==> src/rtl/ctrl_pkg.sv <==
// Shared RV32I control definitions: opcodes, ALU/immediate encodings and the
// decoded control bundle carried through the ID/EX register.
package ctrl_pkg;

  localparam logic [6:0] OP_R      = 7'b0110011;
  localparam logic [6:0] OP_I      = 7'b0010011;
  localparam logic [6:0] OP_LOAD   = 7'b0000011;
  localparam logic [6:0] OP_STORE  = 7'b0100011;
  localparam logic [6:0] OP_BRANCH = 7'b1100011;
  localparam logic [6:0] OP_JAL    = 7'b1101111;
  localparam logic [6:0] OP_JALR   = 7'b1100111;
  localparam logic [6:0] OP_LUI    = 7'b0110111;
  localparam logic [6:0] OP_AUIPC  = 7'b0010111;
  localparam logic [6:0] OP_SYSTEM = 7'b1110011;

  typedef enum logic [3:0] {
    ALU_ADD   = 4'd0,
    ALU_SUB   = 4'd1,
    ALU_AND   = 4'd2,
    ALU_OR    = 4'd3,
    ALU_XOR   = 4'd4,
    ALU_SLT   = 4'd5,
    ALU_SLTU  = 4'd6,
    ALU_SLL   = 4'd7,
    ALU_SRL   = 4'd8,
    ALU_SRA   = 4'd9,
    ALU_PASSB = 4'd10
  } alu_op_e;

  typedef enum logic [2:0] {
    IMM_I = 3'd0,
    IMM_S = 3'd1,
    IMM_B = 3'd2,
    IMM_U = 3'd3,
    IMM_J = 3'd4
  } imm_sel_e;

  localparam logic [1:0] RES_ALU = 2'd0;
  localparam logic [1:0] RES_MEM = 2'd1;
  localparam logic [1:0] RES_PC4 = 2'd2;

  typedef struct packed {
    alu_op_e    alu_ctrl;
    logic       alu_src;
    imm_sel_e   imm_src;
    logic       reg_write;
    logic       mem_write;
    logic [1:0] result_src;
    logic       branch;
    logic       jump;
    logic       jalr;
    logic [2:0] br_funct3;
    logic [4:0] rd;
    logic [4:0] rs1;
    logic [4:0] rs2;
    logic       illegal;
  } ctrl_t;

  // alt selects SUB over ADD and SRA over SRL
  function automatic alu_op_e alu_op(input logic [2:0] funct3, input logic alt);
    alu_op_e op;
    case (funct3)
      3'b000:  op = alt ? ALU_SUB : ALU_ADD;
      3'b001:  op = ALU_SLL;
      3'b010:  op = ALU_SLT;
      3'b011:  op = ALU_SLTU;
      3'b100:  op = ALU_XOR;
      3'b101:  op = alt ? ALU_SRA : ALU_SRL;
      3'b110:  op = ALU_OR;
      default: op = ALU_AND;
    endcase
    return op;
  endfunction

endpackage

==> src/rtl/ctrl_decode.sv <==
// Combinational RV32I control decoder: instruction word to ctrl_t, plus which
// source registers the instruction actually reads (for hazard detection).
module ctrl_decode
  import ctrl_pkg::*;
(
  input  logic [31:0] instr,
  output ctrl_t       ctrl,
  output logic        uses_rs1,
  output logic        uses_rs2
);

  logic [6:0] opcode;
  logic [2:0] funct3;
  logic [6:0] funct7;
  logic       bad;

  assign opcode = instr[6:0];
  assign funct3 = instr[14:12];
  assign funct7 = instr[31:25];

  always_comb begin
    ctrl            = '0;
    ctrl.alu_ctrl   = ALU_ADD;
    ctrl.imm_src    = IMM_I;
    ctrl.result_src = RES_ALU;
    ctrl.rd         = instr[11:7];
    ctrl.rs1        = instr[19:15];
    ctrl.rs2        = instr[24:20];
    uses_rs1        = 1'b0;
    uses_rs2        = 1'b0;
    bad             = 1'b0;

    case (opcode)
      OP_R: begin
        uses_rs1       = 1'b1;
        uses_rs2       = 1'b1;
        ctrl.reg_write = 1'b1;
        ctrl.alu_ctrl  = alu_op(funct3, funct7[5]);
        bad = !((funct7 == 7'h00) ||
                ((funct7 == 7'h20) && ((funct3 == 3'b000) || (funct3 == 3'b101))));
      end
      OP_I: begin
        uses_rs1       = 1'b1;
        ctrl.reg_write = 1'b1;
        ctrl.alu_src   = 1'b1;
        ctrl.alu_ctrl  = alu_op(funct3, (funct3 == 3'b101) && funct7[5]);
        bad = ((funct3 == 3'b001) && (funct7 != 7'h00)) ||
              ((funct3 == 3'b101) && (funct7 != 7'h00) && (funct7 != 7'h20));
      end
      OP_LOAD: begin
        uses_rs1        = 1'b1;
        ctrl.reg_write  = 1'b1;
        ctrl.alu_src    = 1'b1;
        ctrl.result_src = RES_MEM;
        bad = (funct3 == 3'b011) || (funct3 == 3'b110) || (funct3 == 3'b111);
      end
      OP_STORE: begin
        uses_rs1       = 1'b1;
        uses_rs2       = 1'b1;
        ctrl.mem_write = 1'b1;
        ctrl.alu_src   = 1'b1;
        ctrl.imm_src   = IMM_S;
        bad = funct3[2] || (funct3 == 3'b011);
      end
      OP_BRANCH: begin
        uses_rs1       = 1'b1;
        uses_rs2       = 1'b1;
        ctrl.branch    = 1'b1;
        ctrl.imm_src   = IMM_B;
        ctrl.br_funct3 = funct3;
        case (funct3[2:1])
          2'b00:   ctrl.alu_ctrl = ALU_SUB;
          2'b10:   ctrl.alu_ctrl = ALU_SLT;
          2'b11:   ctrl.alu_ctrl = ALU_SLTU;
          default: bad = 1'b1;
        endcase
      end
      OP_JAL: begin
        ctrl.jump       = 1'b1;
        ctrl.reg_write  = 1'b1;
        ctrl.result_src = RES_PC4;
        ctrl.imm_src    = IMM_J;
      end
      OP_JALR: begin
        uses_rs1        = 1'b1;
        ctrl.jump       = 1'b1;
        ctrl.jalr       = 1'b1;
        ctrl.reg_write  = 1'b1;
        ctrl.alu_src    = 1'b1;
        ctrl.result_src = RES_PC4;
        bad = (funct3 != 3'b000);
      end
      OP_LUI: begin
        ctrl.reg_write = 1'b1;
        ctrl.alu_src   = 1'b1;
        ctrl.alu_ctrl  = ALU_PASSB;
        ctrl.imm_src   = IMM_U;
      end
      OP_AUIPC: begin
        ctrl.reg_write = 1'b1;
        ctrl.alu_src   = 1'b1;
        ctrl.imm_src   = IMM_U;
      end
      OP_SYSTEM: begin
        // only ecall/ebreak are supported; both are no-ops for control
        bad = !((instr[31:7] == 25'h0) || (instr[31:7] == 25'h0002000));
      end
      default: bad = 1'b1;
    endcase

    if (ctrl.rd == 5'd0) ctrl.reg_write = 1'b0;

    // undecodable words travel down the pipe as a side-effect-free bundle
    if (bad) begin
      ctrl.alu_ctrl   = ALU_ADD;
      ctrl.alu_src    = 1'b0;
      ctrl.imm_src    = IMM_I;
      ctrl.reg_write  = 1'b0;
      ctrl.mem_write  = 1'b0;
      ctrl.result_src = RES_ALU;
      ctrl.branch     = 1'b0;
      ctrl.jump       = 1'b0;
      ctrl.jalr       = 1'b0;
      ctrl.br_funct3  = 3'b000;
      ctrl.illegal    = 1'b1;
    end
  end

endmodule

==> src/rtl/decode_ctrl_pipe.sv <==
// Decode stage: registers decoded control into the ID/EX register with a
// valid/ready handshake, load-use stall, flush and a saturating stall counter.
module decode_ctrl_pipe
  import ctrl_pkg::*;
#(
  parameter int DATA_WIDTH     = 32,
  parameter int REG_ADDR_WIDTH = 5,
  parameter int CNT_WIDTH      = 16
) (
  input  logic                      clk,
  input  logic                      rst,
  input  logic                      in_valid,
  output logic                      in_ready,
  input  logic [DATA_WIDTH-1:0]     instr,
  input  logic [DATA_WIDTH-1:0]     pc,
  input  logic                      flush,
  output logic                      out_valid,
  input  logic                      out_ready,
  output logic [DATA_WIDTH-1:0]     out_pc,
  output logic [3:0]                alu_ctrl,
  output logic                      alu_src,
  output logic [2:0]                imm_src,
  output logic                      reg_write,
  output logic                      mem_write,
  output logic [1:0]                result_src,
  output logic                      branch,
  output logic                      jump,
  output logic                      jalr,
  output logic [2:0]                br_funct3,
  output logic [REG_ADDR_WIDTH-1:0] rd,
  output logic [REG_ADDR_WIDTH-1:0] rs1,
  output logic [REG_ADDR_WIDTH-1:0] rs2,
  output logic                      illegal,
  output logic [CNT_WIDTH-1:0]      stall_cnt
);

  ctrl_t dec;
  ctrl_t q;
  logic  uses_rs1;
  logic  uses_rs2;
  logic  hazard;
  logic  accept;

  ctrl_decode u_decode (
    .instr    (instr[31:0]),
    .ctrl     (dec),
    .uses_rs1 (uses_rs1),
    .uses_rs2 (uses_rs2)
  );

  // a load sitting in ID/EX cannot forward to the instruction right behind it
  assign hazard = out_valid && (q.result_src == RES_MEM) && (q.rd != 5'd0) &&
                  ((uses_rs1 && (dec.rs1 == q.rd)) || (uses_rs2 && (dec.rs2 == q.rd)));

  assign in_ready = !rst && !flush && !hazard && (!out_valid || out_ready);
  assign accept   = in_valid && in_ready;

  always_ff @(posedge clk) begin
    if (rst) begin
      out_valid <= 1'b0;
      out_pc    <= '0;
      q         <= '0;
      stall_cnt <= '0;
    end else begin
      if (flush) begin
        out_valid <= 1'b0;
      end else if (accept) begin
        out_valid <= 1'b1;
        out_pc    <= pc;
        q         <= dec;
      end else if (out_ready) begin
        out_valid <= 1'b0;
      end

      if (in_valid && hazard && !flush && (stall_cnt != {CNT_WIDTH{1'b1}}))
        stall_cnt <= stall_cnt + 1'b1;
    end
  end

  assign alu_ctrl   = q.alu_ctrl;
  assign alu_src    = q.alu_src;
  assign imm_src    = q.imm_src;
  assign reg_write  = q.reg_write;
  assign mem_write  = q.mem_write;
  assign result_src = q.result_src;
  assign branch     = q.branch;
  assign jump       = q.jump;
  assign jalr       = q.jalr;
  assign br_funct3  = q.br_funct3;
  assign rd         = REG_ADDR_WIDTH'(q.rd);
  assign rs1        = REG_ADDR_WIDTH'(q.rs1);
  assign rs2        = REG_ADDR_WIDTH'(q.rs2);
  assign illegal    = q.illegal;

endmodule

==> config.mk <==
export PLATFORM = sky130hd
export DESIGN_NAME = decode_ctrl_pipe
export DESIGN_NICKNAME = d
export VERILOG_FILES = /design/src/rtl/ctrl_pkg.sv /design/src/rtl/ctrl_decode.sv /design/src/rtl/decode_ctrl_pipe.sv
export SDC_FILE = /design/constraint.sdc
export NUM_CORES = 1
export LEC_CHECK = 0
export ABC_AREA = 1
export CORE_ASPECT_RATIO = 1.1
export CORE_MARGIN = 5
export CORE_UTILIZATION = 49
export CTS_CLUSTER_SIZE = 10
export DETAILED_ROUTE_END_ITERATION = 16
export PLACE_DENSITY = 0.87
export SETUP_SLACK_MARGIN = 0.15
export SYNTH_ARGS = -nofsm -noshare
export SYNTH_HDL_FRONTEND = slang
export SYNTH_SLANG_ARGS = --single-unit
==> constraint.sdc <==
create_clock -name clk -period 4.1 [get_ports clk]
set_clock_uncertainty 0.2 [all_clocks]
set_input_delay 1.025 -clock clk [delete_from_list [all_inputs] [get_ports clk]]
set_output_delay 1.025 -clock clk [all_outputs]
set_load 0.005 [all_outputs]
==> metrics, run 1 <==
DRC violations left=0; HP Class=reg2reg; vias per inst=5.08; Hold-fix buffers, CTS=0; first-pass GRT wire length=20,400 um; final setup margin=335 ps; Async SR Flop Fraction=0%; Placed Cells=888; clock insertion delay at the later pin of the skew report=360 ps; Yosys warnings=0; Mapped Nets=711; Root Buffer=clkbuf_8; vias post-DR=4,593; Die ar.=0.0105 mm^2; number of H-tree levels=3; mapped cell area=0.00420 mm^2; f_max=266 MHz; final setup fails=0; final WL=12,500 um; Ant. Diodes=0; total CTS buffers=9; die height=107 um; area grow syn2layout=43.0%; io pins=153; fin cells=904; Initial Utilization=50.2%; met1 layer usage reported by global route=28.0%; CP bufs+invs=4; ANT nets after route=0; peak per-stage delay on the critical path=500 ps; Avg Cell Area, Syn=6.55 um^2; met2 Usage GRT=42.1%; Post-CTS Setup Inserts=0; post-DR wirelength/cell=13.8 um; Slew HR=50.7%; CP max-delay cell=clkdlybuf4s50_1; num rows=35; sequential-to-total area share from yosys stat=39.1%; kind of end point of the critical path=output port; CTS resizes=10; number of I/O port buffers=152; clk buf depth=2; Simple-Gate Fraction of Synth Area=37.9%; Initial DRT Pass Iterations=5; Final Hold Viols=0; Final Max Slew Viols=0; Power Dens Cells=298 mW/mm^2; Worst Max-Slew Pin Slew=739 ps; Cell Chain, Critical Path=clkdlybuf4s50_1, inv_1, nand2_1, nand2_1, nor2_1, nand2_1, nor2_1, nand2_2, nand2_2, nand2_4, nand2_1, inv_1, dlygate4sd2_1; cell mode on critical path=nand2_1; die width=98.3 um; setup repair after global routing missed its margin=false; FF+latch count, synth=82; DR iter-0 viols=260; run status=complete, no violations; Fin Setup TNS=0 ps; Synth Instances=641; Post-synth EDFFs=0; CP Launch Type=input pin; fill count=688; Top Usage Layer GRT=met2; final period utilization=91.8%; vias in the first global route=4,444; CP required=2870 ps; met3 Usage GRT=5.53%; WHS=265 ps; GRT overflow=0; layout cells sized above 1=8.70%; ys flop type=dfxtp_1; Placer Congestion=0.856; initial antenna violation count=0; post-synthesis mux area share=0%; min cycle time layout=3770 ps; nets@finish=858; peak supply drop=199 uV; Synth Area in Compound Gates=11.4%; Setup WS pre-CTS=15.4 ps; data arrival at the endpoint of the critical path=2540 ps; CTS tree=built; DP HPWL=9350 um; total core area=0.00836 mm^2; CTS clk-pin slew, worst paths=80 ps; Post-Synth Adder-Cell Area=0.298%; Crit path max-delay family=buffers and inverters; Sink Count=82; Total Routing Usage GR=23.6%; Synth Area in XOR/XNOR=0.417%; Netlist cell types=33; Max Fanout on Critical Path=3; largest net degree at the start of global routing=67; WS Path Type=in2out; P_leak=2.35 nW; main combinational cell family by area after synthesis=simple AND/OR/NAND/NOR gates; maximum capacitance violations=0
sequential cells by signal, indices dropped and copies added (netlist names):
register,count
alu_ctrl,4
alu_src,1
br_funct3,3
branch,1
illegal,1
imm_src,3
jalr,1
mem_write,1
out_pc,32
out_valid,1
rd,5
reg_write,1
result_src,2
rs1,5
rs2,5
stall_cnt,16
final cells by class:
class	count	area [um^2]	area share [%]
Tap cell	111	139	2.31
Clock buffer	9	124	2.06
Multi-Input combinational cell	468	2110	35.2
Clock inverter	7	133	2.21
Timing Repair Buffer	163	1620	26.9
Sequential cell	82	1640	27.3
Inverter	64	240	4.00
cell families after synthesis:
| kind of cell | after synthesis |
|---|---|
| AO/OA/AOI/OAI | 85 |
| flip-flops | 82 |
| XOR/XNOR | 2 |
| buffers and inverters | 91 |
| AND/OR/NAND/NOR | 380 |
| adder cells (fa/ha/maj) | 1 |
placed cells by master (no fill, tap or decap), drive strengths merged:
cell           instances
nand3                 27
nor2                  94
xnor2                  2
o21bai                 2
clkdlybuf4s50        145
a21boi                 1
o21ai                  9
dlygate4sd2            6
a21oi                 71
a31oi                  1
nor3                   8
inv                   67
dfxtp                 82
ha                     1
nand2                237
a211oi                 1
nand4                 12
clkinv                 1
clkbuf                 9
bufinv                 3
buf                   12
or2                    2
metrics by stage:
step / utilization (%) / total power [mW] / area (um^2)
3_5_place_dp: 68.7 / 1.06 / 5740
2_1_floorplan: - / 0.940 / 4200
6_report: 71.8 / 1.79 / 6010
3_3_place_gp: 68.7 / 1.06 / 5740
4_1_cts: 71.8 / 1.81 / 6010
5_1_grt: 71.8 / 1.86 / 6010
per-layer routing:
layer | share of wire, % | up-vias | wire, um
met3 | 8.6 | 18 | 1070
met4 | 1.5 | 0 | 187
met2 | 49 | 173 | 6090
li1 | - | 2298 | -
met5 | 0 | - | 0
met1 | 41 | 2104 | 5140
worst reg2reg max path, delay by kind of cell, from the launching register on:
kind            cells  cell delay [ps]
flops               1              380
buf+inv             4              830
simple gates        6              810
compound gates      1              170
where the power goes:
group,switching [mW],internal [mW]
logic,0.106,0.117
registers,0.0102,0.812
clock network,0.329,0.416
cell usage after synthesis (7+ instances only):
cell | n | share of area, %
clkbuf_1 | 7 | 0.63
inv_1 | 60 | 5.4
nor2_1 | 84 | 7.5
nor2_2 | 7 | 1.0
buf_6 | 11 | 2.9
nand2_1 | 230 | 21
nand3_1 | 25 | 3.0
o21ai_0 | 8 | 0.95
a21oi_1 | 61 | 7.3
nand4_1 | 12 | 1.8
dfxtp_1 | 82 | 39
nor3_1 | 7 | 0.83
a21oi_2 | 10 | 2.1
final timing paths:
kind / from / to / slack [ps] / cells after the start
worst min-delay path: mem_write$_SDFFE_PP0P_ / mem_write$_SDFFE_PP0P_ / 270 / 2
worst min register to register: mem_write$_SDFFE_PP0P_ / mem_write$_SDFFE_PP0P_ / 270 / 2
worst max register to register: rd[2]$_SDFFE_PP0P_ / rs2[2]$_SDFFE_PP0P_ / 1630 / 11
worst max-delay path: instr[15] / in_ready / 330 / 13
Power figures use the tool's default switching activity.
==> run 2, diff against run 1 <==
--- a/config.mk
+++ b/config.mk
@@ -8,11 +8,12 @@
 export ABC_AREA = 1
 export CORE_ASPECT_RATIO = 1.1
 export CORE_MARGIN = 5
-export CORE_UTILIZATION = 49
+export CORE_UTILIZATION = 50
 export CTS_CLUSTER_SIZE = 10
 export DETAILED_ROUTE_END_ITERATION = 16
 export PLACE_DENSITY = 0.87
 export SETUP_SLACK_MARGIN = 0.15
 export SYNTH_ARGS = -nofsm -noshare
 export SYNTH_HDL_FRONTEND = slang
+export SYNTH_HIERARCHICAL = 1
 export SYNTH_SLANG_ARGS = --single-unit
==> run 2 against run 1 <==
Compared with the run above: critical path depth down 2; global-route usage grew 0.73 points; cell count is 2.5% higher; sequential power up 1%; maximum frequency shrank 1.9%; utilization decreased by 1.1 points; register-to-register slack improved by 190 ps; cell area grew 4.5%; clock power down 26%; first-iteration DRC count decreased by 8.5%; worst hold slack worse by 0.78 ps.
==> metrics, run 2 <==
run status=complete, no violations; DR iter-0 viols=238 (-8.5%); WS Path Type=in2out; Slew HR=52.2% (+1.5 points); Synth area leaders=dfxtp_1 (37%), nand2_1 (13%), nand3_1 (9.4%), a21oi_1 (8.9%), nor2_1 (6.1%); Internal=1.20 mW (-11%); vias post-DR=4,895 (+6.6%); logic gate share of total power=15.3% (+2.8 points); Root Buffer=clkbuf_8; die width=101 um (+2.5%); CTS tree=built; CP Launch Type=input pin; setup repair after global routing missed its margin=false; maximum capacitance violations=0 (unchanged); min cycle time layout=3840 ps (+73.4 ps); first-pass GRT wire length=21,700 um (+6.5%); peak supply drop=170 uV (-15%); CP required=2870 ps (about the same); top post-synthesis cells by count=nand2_1 (156), nand3_1 (85), dfxtp_1 (83); Netlist cell types=34 (+3.0%); ANT nets after route=0 (unchanged); clk buf depth=2 (unchanged); Synth top area share=36.7% (-2.4 points); Critical Path Start=instr[1]; Max Fanout on Critical Path=5 (+2); layout cells sized above 1=13.3% (+4.6 points); Yosys warnings=6 (+6); post-DR wirelength/cell=14.7 um (+6.3%); ys flop type=dfxtp_1; Mapped Nets=737 (+3.7%); kind of end point of the critical path=output port; number of I/O port buffers=152 (unchanged); Final Max Slew Viols=0 (unchanged); Die ar.=0.0111 mm^2 (+5.2%); DP HPWL=10,100 um (+7.8%); final period utilization=93.6% (+1.8 points); FF+latch count, synth=83 (+1.2%); final setup margin=262 ps (-73.4 ps); Hold Path Origin=illegal$_SDFFE_PP0P_; mapped cell area=0.00453 mm^2 (+7.9%); Power Dens Cells=260 mW/mm^2 (-13%); nets@finish=877 (+2.2%); Placer Congestion=0.931 (+8.7%); Final Hold Viols=0 (unchanged); Async SR Flop Fraction=0% (unchanged); vias in the first global route=4,654 (+4.7%); sequential-to-total area share from yosys stat=36.7% (-2.4 points); register share of total power=50.8% (+4.9 points); fin cells=927 (+2.5%); FF-to-FF Start=rd[2]$_SDFFE_PP0P_; Yosys top cell by area=dfxtp_1; initial antenna violation count=1 (+1); Placed Cells=905 (+1.9%); NetSw=435 uW (-2.2%); num rows=36 (+2.9%); most frequent cells in the layout=nand2_1 (156), clkdlybuf4s50_1 (146), nand3_1 (85); Avg Cell Area, Syn=6.79 um^2 (+3.7%); Worst Max-Slew Pin Slew=717 ps (-21.8 ps); register with the most flip-flops=out_pc; final WL=13,600 um (+9.0%); Total Routing Usage GR=24.3% (+0.73 points); vias per inst=5.28 (+3.9%); DRC violations left=0 (unchanged); f_max=261 MHz (-1.9%); Setup WS pre-CTS=-145 ps (-160 ps); Initial Utilization=51.1% (+0.86 points); max reg flops=32 (unchanged); most frequent cell after synthesis=nand2_1; Synth Instances=667 (+4.1%); CTS clk-pin slew, worst paths=70 ps (about the same); io pins=153 (unchanged); number of H-tree levels=3 (unchanged); total CTS buffers=9 (unchanged); Hold-fix buffers, CTS=0 (unchanged); final setup fails=0 (unchanged); HP Class=reg2reg; area grow syn2layout=38.6%; largest net degree at the start of global routing=69 (+3.0%); Initial DRT Pass Iterations=5 (unchanged); clock insertion delay at the later pin of the skew report=350 ps (about the same); Post-synth EDFFs=0 (unchanged); largest registers=out_pc (32), stall_cnt (16); P_leak=2.39 nW (+1.7%); GRT overflow=0 (unchanged); Switching Share=26.6% (+1.8 points); fill count=713 (+3.6%); die height=110 um (+2.6%); data arrival at the endpoint of the critical path=2610 ps (+70 ps); total core area=0.00887 mm^2 (+6.1%); power share of the clock group=33.9% (-7.7 points); Sink Count=83 (+1.2%); most common cell after layout, fill and taps aside=nand2_1
## run 2: per-layer routing
| layer | GRT usage [%] | wire length [um] | part of all wire, % | vias up |
|---|---|---|---|---|
| met4 | 11.8 | 447 | 3.3 | 0 |
| met5 | 0 | 0 | 0 | - |
| li1 | - | - | - | 2427 |
| met2 | 41.0 | 6670 | 49 | 177 |
| met3 | 4.95 | 916 | 6.7 | 38 |
| met1 | 29.3 | 5590 | 41 | 2253 |
## run 2: what timing repair did
action / 4_1_cts / 5_1_grt
buffers inserted: 2 / 3
resized for setup: 7 / 7
pin swaps: 5 / 6
setup endpoints to repair: 1 / 1
## run 2: cell families (layout without fill, tap and decap cells)
logic type                 Yosys count  count (layout)  share of synthesized area [%]
and+or+nand+nor                    383             383                           40.0
buffers and inverters              106             251                           12.1
AOI/OAI and AO/OA                   94              94                           11.0
DFF                                 83              83                           36.7
adders and majority gates            1               1                          0.276
other                                0               1                              0
## run 2: area by class of cell
cell class	instances	area (um^2)	share of cell area (%)
multi-input combinational	478	2340	37.3
sequential	83	1660	26.5
tap	114	143	2.27
timing repair buffer	179	1730	27.6
clock inverter	5	35.0	0.558
antenna	1	2.50	0.0399
inverter	56	210	3.35
clock buffer	11	151	2.41
## run 2: critical path, cell delays in order
cell	delay [ps]
clkdlybuf4s50_1	500
nand3_2	130
buf_6	160
buf_12	120
a21oi_1	110
nand2_1	70
nor2_1	110
nand3_1	100
nand2_2	110
a21boi_4	60
buf_2	130
## run 2: stage by stage
step	hold WS, ps	utilization [%]	setup TNS, ps	area [um^2]	power [mW]
after floorplan	260	-	0	4530	0.975
after global placement	252	67.8	-94.2	6010	1.09
after detailed placement	256	67.8	-145	6010	1.09
after CTS	269	70.1	0	6220	1.64
after global routing	289	70.7	0	6280	1.71
final	264	70.7	0	6280	1.63
## run 2: power by group through the flow
stage               registers [mW]  clock network, mW  logic [mW]
finish                       0.831              0.554       0.250
global route                 0.833              0.607       0.271
CTS                          0.831              0.565       0.246
detailed placement           0.850                  0       0.245
global placement             0.849                  0       0.242
floorplan                    0.851                  0       0.124
## run 2: path summary, 6_finish.rpt
path	endpoint	slack, ps	cells after the start
max	in_ready	260	11
min	illegal$_SDFFE_PP0P_	260	2
max reg2reg	out_pc[25]$_SDFFE_PP0P_	1820	8
min reg2reg	illegal$_SDFFE_PP0P_	260	2
